==> src/rtl/ir_nec_decoder_if.sv <==
// rtl/ir_nec_decoder_if.sv - Output handshake bundle of the NEC IR decoder
// Signals:
//   cmd[31:0]   received frame, first bit on air in cmd[0]
//   valid       cmd/repeat_flag hold a frame for the consumer
//   ready       consumer accepts cmd when valid & ready
//   repeat_flag held output is a repeat code (cmd = last good frame)
//   err         one-cycle pulse on decode error, inverse-check failure or overrun
// Modports: master = decoder side, slave = consumer side.
interface ir_nec_decoder_if;
    logic [31:0] cmd;
    logic        valid;
    logic        ready;
    logic        repeat_flag;
    logic        err;

    modport master (output cmd, output valid, output repeat_flag, output err, input ready);
    modport slave  (input cmd, input valid, input repeat_flag, input err, output ready);
endinterface

==> src/rtl/ir_nec_decoder.sv <==
// rtl/ir_nec_decoder.sv - NEC IR envelope decoder with valid/ready frame output
// Ports:
//   i_clk    system clock
//   i_rst    asynchronous active-low reset (0 = reset)
//   i_ir_in  asynchronous demodulated IR envelope
//   o_frame  ir_nec_decoder_if.master: cmd, valid, repeat_flag, err out; ready in
module ir_nec_decoder #(
    parameter int CLK_FREQ      = 25000000,
    parameter int UNIT_US       = 562,
    parameter int LEAD_MARK_U   = 16,
    parameter int LEAD_SPACE_U  = 8,
    parameter int RPT_SPACE_U   = 4,
    parameter int TOL_PCT       = 25,
    parameter bit IR_ACTIVE_LOW = 1'b1,
    parameter bit CHECK_INV     = 1'b1
) (
    input  logic             i_clk,
    input  logic             i_rst,
    input  logic             i_ir_in,
    ir_nec_decoder_if.master o_frame
);
    localparam int UNIT_CYC = (CLK_FREQ / 1000000) * UNIT_US;
    localparam int SAT_CYC  = 2 * LEAD_MARK_U * UNIT_CYC;
    localparam int CW       = $clog2(SAT_CYC + 1);
    localparam int TOL_LO   = 100 - TOL_PCT;
    localparam int TOL_HI   = 100 + TOL_PCT;

    localparam logic [CW-1:0] CNT_SAT = CW'(SAT_CYC);
    localparam logic [CW-1:0] CNT_ONE = CW'(1);
    localparam logic [CW-1:0] LM_LO = CW'(LEAD_MARK_U * UNIT_CYC * TOL_LO / 100);
    localparam logic [CW-1:0] LM_HI = CW'(LEAD_MARK_U * UNIT_CYC * TOL_HI / 100);
    localparam logic [CW-1:0] LS_LO = CW'(LEAD_SPACE_U * UNIT_CYC * TOL_LO / 100);
    localparam logic [CW-1:0] LS_HI = CW'(LEAD_SPACE_U * UNIT_CYC * TOL_HI / 100);
    localparam logic [CW-1:0] RS_LO = CW'(RPT_SPACE_U * UNIT_CYC * TOL_LO / 100);
    localparam logic [CW-1:0] RS_HI = CW'(RPT_SPACE_U * UNIT_CYC * TOL_HI / 100);
    localparam logic [CW-1:0] B1_LO = CW'(UNIT_CYC * TOL_LO / 100);
    localparam logic [CW-1:0] B1_HI = CW'(UNIT_CYC * TOL_HI / 100);
    localparam logic [CW-1:0] B3_LO = CW'(3 * UNIT_CYC * TOL_LO / 100);
    localparam logic [CW-1:0] B3_HI = CW'(3 * UNIT_CYC * TOL_HI / 100);

    typedef enum logic [2:0] {
        S_IDLE, S_LEAD_MARK, S_LEAD_SPACE, S_BIT_MARK, S_BIT_SPACE, S_STOP_MARK, S_RPT_STOP
    } state_t;

    state_t        r_state;
    logic [1:0]    r_sync;
    logic          r_mark_d;
    logic [CW-1:0] r_cnt;
    logic [31:0]   r_shift;
    logic [31:0]   r_cmd;
    logic [4:0]    r_bit_cnt;
    logic          r_valid;
    logic          r_rpt;
    logic          r_err;
    logic          r_have;

    logic w_mark, w_edge, w_timeout;
    logic w_lm, w_ls, w_rs, w_b1, w_b3;
    logic w_inv_ok, w_busy, w_dlv_data, w_dlv_rpt;

    function automatic logic in_win(input logic [CW-1:0] d, input logic [CW-1:0] lo,
                                    input logic [CW-1:0] hi);
        return (d >= lo) && (d <= hi);
    endfunction

    // mark=1 regardless of receiver polarity
    assign w_mark = r_sync[1] ^ IR_ACTIVE_LOW;
    assign w_edge = w_mark ^ r_mark_d;

    // r_cnt holds the length of the level that just ended when w_edge is high
    assign w_lm = in_win(r_cnt, LM_LO, LM_HI);
    assign w_ls = in_win(r_cnt, LS_LO, LS_HI);
    assign w_rs = in_win(r_cnt, RS_LO, RS_HI);
    assign w_b1 = in_win(r_cnt, B1_LO, B1_HI);
    assign w_b3 = in_win(r_cnt, B3_LO, B3_HI);

    assign w_timeout  = (r_state != S_IDLE) && !w_edge && (r_cnt == CNT_SAT);
    assign w_dlv_data = (r_state == S_STOP_MARK) && w_edge && w_b1;
    assign w_dlv_rpt  = (r_state == S_RPT_STOP) && w_edge && w_b1;
    assign w_inv_ok   = !CHECK_INV || (r_shift[31:24] == ~r_shift[23:16]);
    // held output not being taken this cycle: a new deliver would overrun it
    assign w_busy     = r_valid && !o_frame.ready;

    always_ff @(posedge i_clk or negedge i_rst) begin
        if (!i_rst) begin
            r_sync   <= {2{IR_ACTIVE_LOW}};
            r_mark_d <= 1'b0;
            r_cnt    <= CNT_SAT;
        end else begin
            r_sync   <= {r_sync[0], i_ir_in};
            r_mark_d <= w_mark;
            if (w_edge) begin
                r_cnt <= CNT_ONE;
            end else if (r_cnt != CNT_SAT) begin
                r_cnt <= r_cnt + CNT_ONE;
            end
        end
    end

    always_ff @(posedge i_clk or negedge i_rst) begin
        if (!i_rst) begin
            r_state   <= S_IDLE;
            r_shift   <= '0;
            r_bit_cnt <= '0;
            r_cmd     <= '0;
            r_valid   <= 1'b0;
            r_rpt     <= 1'b0;
            r_err     <= 1'b0;
            r_have    <= 1'b0;
        end else begin
            r_err <= 1'b0;
            if (r_valid && o_frame.ready) begin
                r_valid <= 1'b0;
            end

            if (w_dlv_data) begin
                if (!w_inv_ok || w_busy) begin
                    r_err <= 1'b1;
                end else begin
                    r_cmd   <= r_shift;
                    r_rpt   <= 1'b0;
                    r_valid <= 1'b1;
                    r_have  <= 1'b1;
                end
            end

            if (w_dlv_rpt) begin
                if (!r_have || w_busy) begin
                    r_err <= 1'b1;
                end else begin
                    r_rpt   <= 1'b1;
                    r_valid <= 1'b1;
                end
            end

            if (w_timeout) begin
                r_state <= S_IDLE;
                r_err   <= 1'b1;
            end else if (w_edge) begin
                // levels alternate, so every edge outside IDLE ends the level the state measures
                case (r_state)
                    S_IDLE: begin
                        if (w_mark) r_state <= S_LEAD_MARK;
                    end
                    S_LEAD_MARK: begin
                        if (w_lm) begin
                            r_state <= S_LEAD_SPACE;
                        end else begin
                            r_state <= S_IDLE;
                            r_err   <= 1'b1;
                        end
                    end
                    S_LEAD_SPACE: begin
                        if (w_ls) begin
                            r_state   <= S_BIT_MARK;
                            r_bit_cnt <= '0;
                        end else if (w_rs) begin
                            r_state <= S_RPT_STOP;
                        end else begin
                            r_state <= S_IDLE;
                            r_err   <= 1'b1;
                        end
                    end
                    S_BIT_MARK: begin
                        if (w_b1) begin
                            r_state <= S_BIT_SPACE;
                        end else begin
                            r_state <= S_IDLE;
                            r_err   <= 1'b1;
                        end
                    end
                    S_BIT_SPACE: begin
                        if (w_b1 || w_b3) begin
                            // right shift so the first bit on air ends in [0]
                            r_shift   <= {w_b3, r_shift[31:1]};
                            r_bit_cnt <= r_bit_cnt + 5'd1;
                            r_state   <= (r_bit_cnt == 5'd31) ? S_STOP_MARK : S_BIT_MARK;
                        end else begin
                            r_state <= S_IDLE;
                            r_err   <= 1'b1;
                        end
                    end
                    S_STOP_MARK, S_RPT_STOP: begin
                        r_state <= S_IDLE;
                        if (!w_b1) r_err <= 1'b1;
                    end
                    default: r_state <= S_IDLE;
                endcase
            end
        end
    end

    assign o_frame.cmd         = r_cmd;
    assign o_frame.valid       = r_valid;
    assign o_frame.repeat_flag = r_rpt;
    assign o_frame.err         = r_err;
endmodule

==> src/flat_wrapper.sv <==
// flat-port wrapper written by rule: the top's interface ports become plain ports
module ir_nec_decoder_flat 
#(
    parameter int CLK_FREQ      = 25000000,
    parameter int UNIT_US       = 562,
    parameter int LEAD_MARK_U   = 16,
    parameter int LEAD_SPACE_U  = 8,
    parameter int RPT_SPACE_U   = 4,
    parameter int TOL_PCT       = 25,
    parameter bit IR_ACTIVE_LOW = 1'b1,
    parameter bit CHECK_INV     = 1'b1
)
  (i_clk, i_rst, i_ir_in, o_frame_cmd, o_frame_valid, o_frame_repeat_flag, o_frame_err, o_frame_ready);
  ir_nec_decoder_if o_frame_i ();
  input  logic i_clk;
  input  logic i_rst;
  input  logic i_ir_in;
  output wire logic [$bits(o_frame_i.cmd)-1:0] o_frame_cmd;
  output wire logic [$bits(o_frame_i.valid)-1:0] o_frame_valid;
  output wire logic [$bits(o_frame_i.repeat_flag)-1:0] o_frame_repeat_flag;
  output wire logic [$bits(o_frame_i.err)-1:0] o_frame_err;
  input wire logic [$bits(o_frame_i.ready)-1:0] o_frame_ready;
  assign o_frame_cmd = o_frame_i.cmd;
  assign o_frame_valid = o_frame_i.valid;
  assign o_frame_repeat_flag = o_frame_i.repeat_flag;
  assign o_frame_err = o_frame_i.err;
  assign o_frame_i.ready = o_frame_ready;
  ir_nec_decoder #(.CLK_FREQ(CLK_FREQ), .UNIT_US(UNIT_US), .LEAD_MARK_U(LEAD_MARK_U), .LEAD_SPACE_U(LEAD_SPACE_U), .RPT_SPACE_U(RPT_SPACE_U), .TOL_PCT(TOL_PCT), .IR_ACTIVE_LOW(IR_ACTIVE_LOW), .CHECK_INV(CHECK_INV)) u_core (.i_clk(i_clk), .i_rst(i_rst), .i_ir_in(i_ir_in), .o_frame(o_frame_i));
endmodule
==> config.mk <==
export PLATFORM = sky130hd
export DESIGN_NAME = ir_nec_decoder_flat
export DESIGN_NICKNAME = d
export VERILOG_FILES = /design/src/rtl/ir_nec_decoder_if.sv /design/src/rtl/ir_nec_decoder.sv /design/src/flat_wrapper.sv
export SDC_FILE = /design/constraint.sdc
export NUM_CORES = 1
export LEC_CHECK = 0
export CORE_ASPECT_RATIO = 0.7
export CORE_MARGIN = 2
export CORE_UTILIZATION = 58
export DETAILED_ROUTE_END_ITERATION = 16
export PLACE_DENSITY = 0.84
export SYNTH_ARGS = -nofsm -noshare
export SYNTH_HDL_FRONTEND = slang
export SYNTH_SLANG_ARGS = --single-unit
==> constraint.sdc <==
create_clock -name i_clk -period 3.4 [get_ports i_clk]
set_input_delay 0.68 -clock i_clk [delete_from_list [all_inputs] [get_ports i_clk]]
set_output_delay 0.68 -clock i_clk [all_outputs]
set_load 0.05 [all_outputs]
==> flow_summary.json <==
{
  "status": "completed",
  "powerDensity_mw_per_mm2": 419,
  "die_h_um": 81.6,
  "cts_hold_buffers": 0,
  "gp_congestion": 0.969,
  "synth_cell_types": 60,
  "h-tree-depth": 3,
  "post_cts_resized": 0,
  "route.detailed.drc": 0,
  "period_minus_slack_ns": 2.97,
  "fin_crit_sh_pct": 87.4,
  "ys_seq_elements": 98,
  "hp-class": "reg2reg",
  "setup_viol": 0,
  "tns_ns": 0,
  "synth_area_mm2": 0.00499,
  "grt_max_degree": 53,
  "boundaryPins": 39,
  "antennaDiodeCount": 0,
  "rows": 28,
  "finalMaxSlewViolations": 0,
  "ys_seq_area_share_pct": 49.4,
  "grt_pass1_vias": 3649,
  "dp_slack_ns": 0.507,
  "hold-path-cell-count": 0,
  "num_vias": 3782,
  "hpwl_um": 8050,
  "critical_path_required_ns": 3.62,
  "finalHoldViolCount": 0,
  "reg2regPathDepth": 8,
  "routedWlPerCell_um": 19.1,
  "async_flop_share_pct": 100,
  "clk_latency_ns": 0.34,
  "core_mm2": 0.00841,
  "dr.first_iter.drc_count": 360,
  "r2r_end": "u_core.o_frame.cmd[12]$_DFFE_PN0P_",
  "max_freq_mhz": 337,
  "total_power_uw": 2430,
  "syn_nets": 468,
  "ys.flop_type": "dfrtp_1",
  "worstPathArrival_ns": 3.19,
  "via_per_inst": 6.27,
  "drive_above_1_share_pct": 18.3,
  "post-cts-setup-buffers": 0,
  "worstSetupEndpointType": "flip-flop",
  "cts_tree": "yes",
  "regToRegStartpoint": "u_core.r_cnt[13]$_DFFE_PN0P_",
  "cts_root_buf": "clkbuf_16",
  "start_util_pct": 59.3,
  "ir_drop_uv": 307,
  "worstHoldStart": "u_core.r_sync[0]$_DFF_PN1_",
  "leakagePower_uw": 0.00259,
  "area_growth_pct": 16.4,
  "synth_edf_count": 0,
  "rsz0062_at_grt": "no",
  "maxCapViolations": 0,
  "post_dp_cell_area_mm2": 0.00549,
  "drtAntennaViolNets": 0,
  "firstDrtPassIters": 5,
  "final_nets": 502,
  "grt_first_pass_wirelength_um": 18900,
  "slew_headroom_pct": 46.4,
  "holdPathEnd": "u_core.r_sync[1]$_DFF_PN1_",
  "hold_ws_ns": 0.361,
  "die_area_mm2": 0.00937,
  "fp.dieW_um": 115,
  "worst_clock_skew_ns": 0.00590,
  "gr-total-overflow": 0,
  "track_usage_pct": 26.1,
  "tightest_slew_ns": 0.797,
  "crit_fanout": 35,
  "syn_avg_cell_area_um2": 10.9,
  "worstSetupPathType": "reg2reg",
  "syn-instance-count": 459,
  "reg2reg_slack_ns": 0.43,
  "cp-start-kind": "flip-flop",
  "drt_wl_total_um": 11500,
  "port_buffers": 38,
  "fin_ws_ns": 0.429,
  "clock_path_buffers": 2,
  "fin_area_mm2": 0.00581,
  "cts_buffers": 9,
  "antenna_found_initial": 0,
  "yosys_warnings": 0,
  "cts.clk_slew.worst_paths_ns": 0.07,
  "numClockSinks": 98
}
## power breakdown
group	internal, µW	switching [µW]
Sequential	1180	30.5
Clock	592	476
Combinational	51.3	98.1
## how the worst max path moves through the flow
stage / startpoint / endpoint / slack (ns) / depth (start not counted)
after detailed placement: u_core.r_cnt[13]$_DFFE_PN0P_ / u_core.o_frame.cmd[9]$_DFFE_PN0P_ / 0.51 / 8
after global placement: u_core.r_cnt[13]$_DFFE_PN0P_ / u_core.o_frame.cmd[24]$_DFFE_PN0P_ / 0.40 / 8
final: u_core.r_cnt[13]$_DFFE_PN0P_ / u_core.o_frame.cmd[12]$_DFFE_PN0P_ / 0.43 / 8
after global routing: u_core.r_cnt[13]$_DFFE_PN0P_ / u_core.o_frame.cmd[12]$_DFFE_PN0P_ / 0.29 / 8
after CTS: u_core.r_cnt[13]$_DFFE_PN0P_ / u_core.o_frame.cmd[12]$_DFFE_PN0P_ / 0.48 / 8
after floorplan: u_core.r_cnt[11]$_DFFE_PN1P_ / u_core.o_frame.cmd[0]$_DFFE_PN0P_ / 0.64 / 9
## through the flow
stage          utilization (%)  std cells
3_5_place_dp              65.3        587
2_1_floorplan                -        459
3_3_place_gp              65.3        587
4_1_cts                   69.1        603
6_report                  69.1        603
5_1_grt                   69.1        603
## cell type report
cell class	count	area, µm²
Sequential cell	98	2460
Clock inverter	7	95.1
Tap cell	105	131
Multi-Input combinational cell	320	2330
Inverter	10	37.5
Fill cell	611	2600
Clock buffer	9	225
Timing Repair Buffer	54	523
## per-layer routing
layer	routed length, µm	part of all wire [%]	track usage (%)
met1	5400	47	39.1
met2	5160	45	38.7
met3	834	7.3	6.35
met4	100	0.87	5.90
met5	0	0	0
## placed cells by master, fill, tap and decap left out, types with 3 or more instances in the layout
cell,count
mux2_2,38
or3_1,6
inv_1,10
nand3_1,16
o211ai_1,4
o311ai_0,4
and3_1,8
o2111ai_1,3
nand2_1,22
ha_1,5
nand2b_1,3
nand4b_1,3
xnor2_1,13
and4b_1,4
dfstp_2,10
nor4_1,7
o21ai_0,14
clkdlybuf4s50_1,37
xor2_1,12
mux2_1,27
and2_1,4
nor3b_1,3
dfrtp_1,88
clkbuf_16,9
nor3_1,11
a21oi_1,12
buf_4,15
nor2_1,45
nand3b_1,5
nand4_1,9
## critical path, cell delays in order, from the launching register on
cell and delay [ns]:
dfrtp_1 0.53, nor4_1 0.52, nand2_1 0.14, o41ai_1 0.46, o22ai_2 0.17, nor2_2 0.16
and4b_1 0.25, buf_12 0.23, mux2_1 0.37
## cells in the mapped netlist, types with 9 or more instances
| master | count | area (µm²) |
|---|---|---|
| xor2_1 | 12 | 105 |
| mux2_2 | 38 | 428 |
| nor2_1 | 45 | 169 |
| o21ai_0 | 14 | 70.1 |
| dfrtp_1 | 88 | 2200 |
| inv_1 | 10 | 37.5 |
| clkbuf_1 | 23 | 86.3 |
| nand4_1 | 9 | 56.3 |
| xnor2_1 | 13 | 114 |
| nand3_1 | 16 | 80.1 |
| nor3_1 | 11 | 55.1 |
| nand2_1 | 22 | 82.6 |
| a21oi_1 | 12 | 60.1 |
| dfstp_2 | 10 | 263 |
| mux2_1 | 27 | 304 |
## registers in the layout (all words and copies together) (netlist names), 2 cells and up
| register | cells |
|---|---|
| u_core.r_bit_cnt | 5 |
| u_core.r_sync | 2 |
| u_core.o_frame.cmd | 32 |
| u_core.r_shift | 32 |
| u_core.r_cnt | 19 |
| u_core.r_state | 3 |
## kinds of logic after synthesis
kind of cell | Yosys count | share of synthesized area (%)
AO/OA/AOI/OAI | 65 | 9.26
buffers and inverters | 41 | 3.89
adder cells (fa/ha/maj) | 5 | 1.25
XOR/XNOR | 25 | 4.39
flip-flops | 98 | 49.4
AND/OR/NAND/NOR | 160 | 17.1
multiplexers | 65 | 14.7
(Power assumes the default switching activity.)
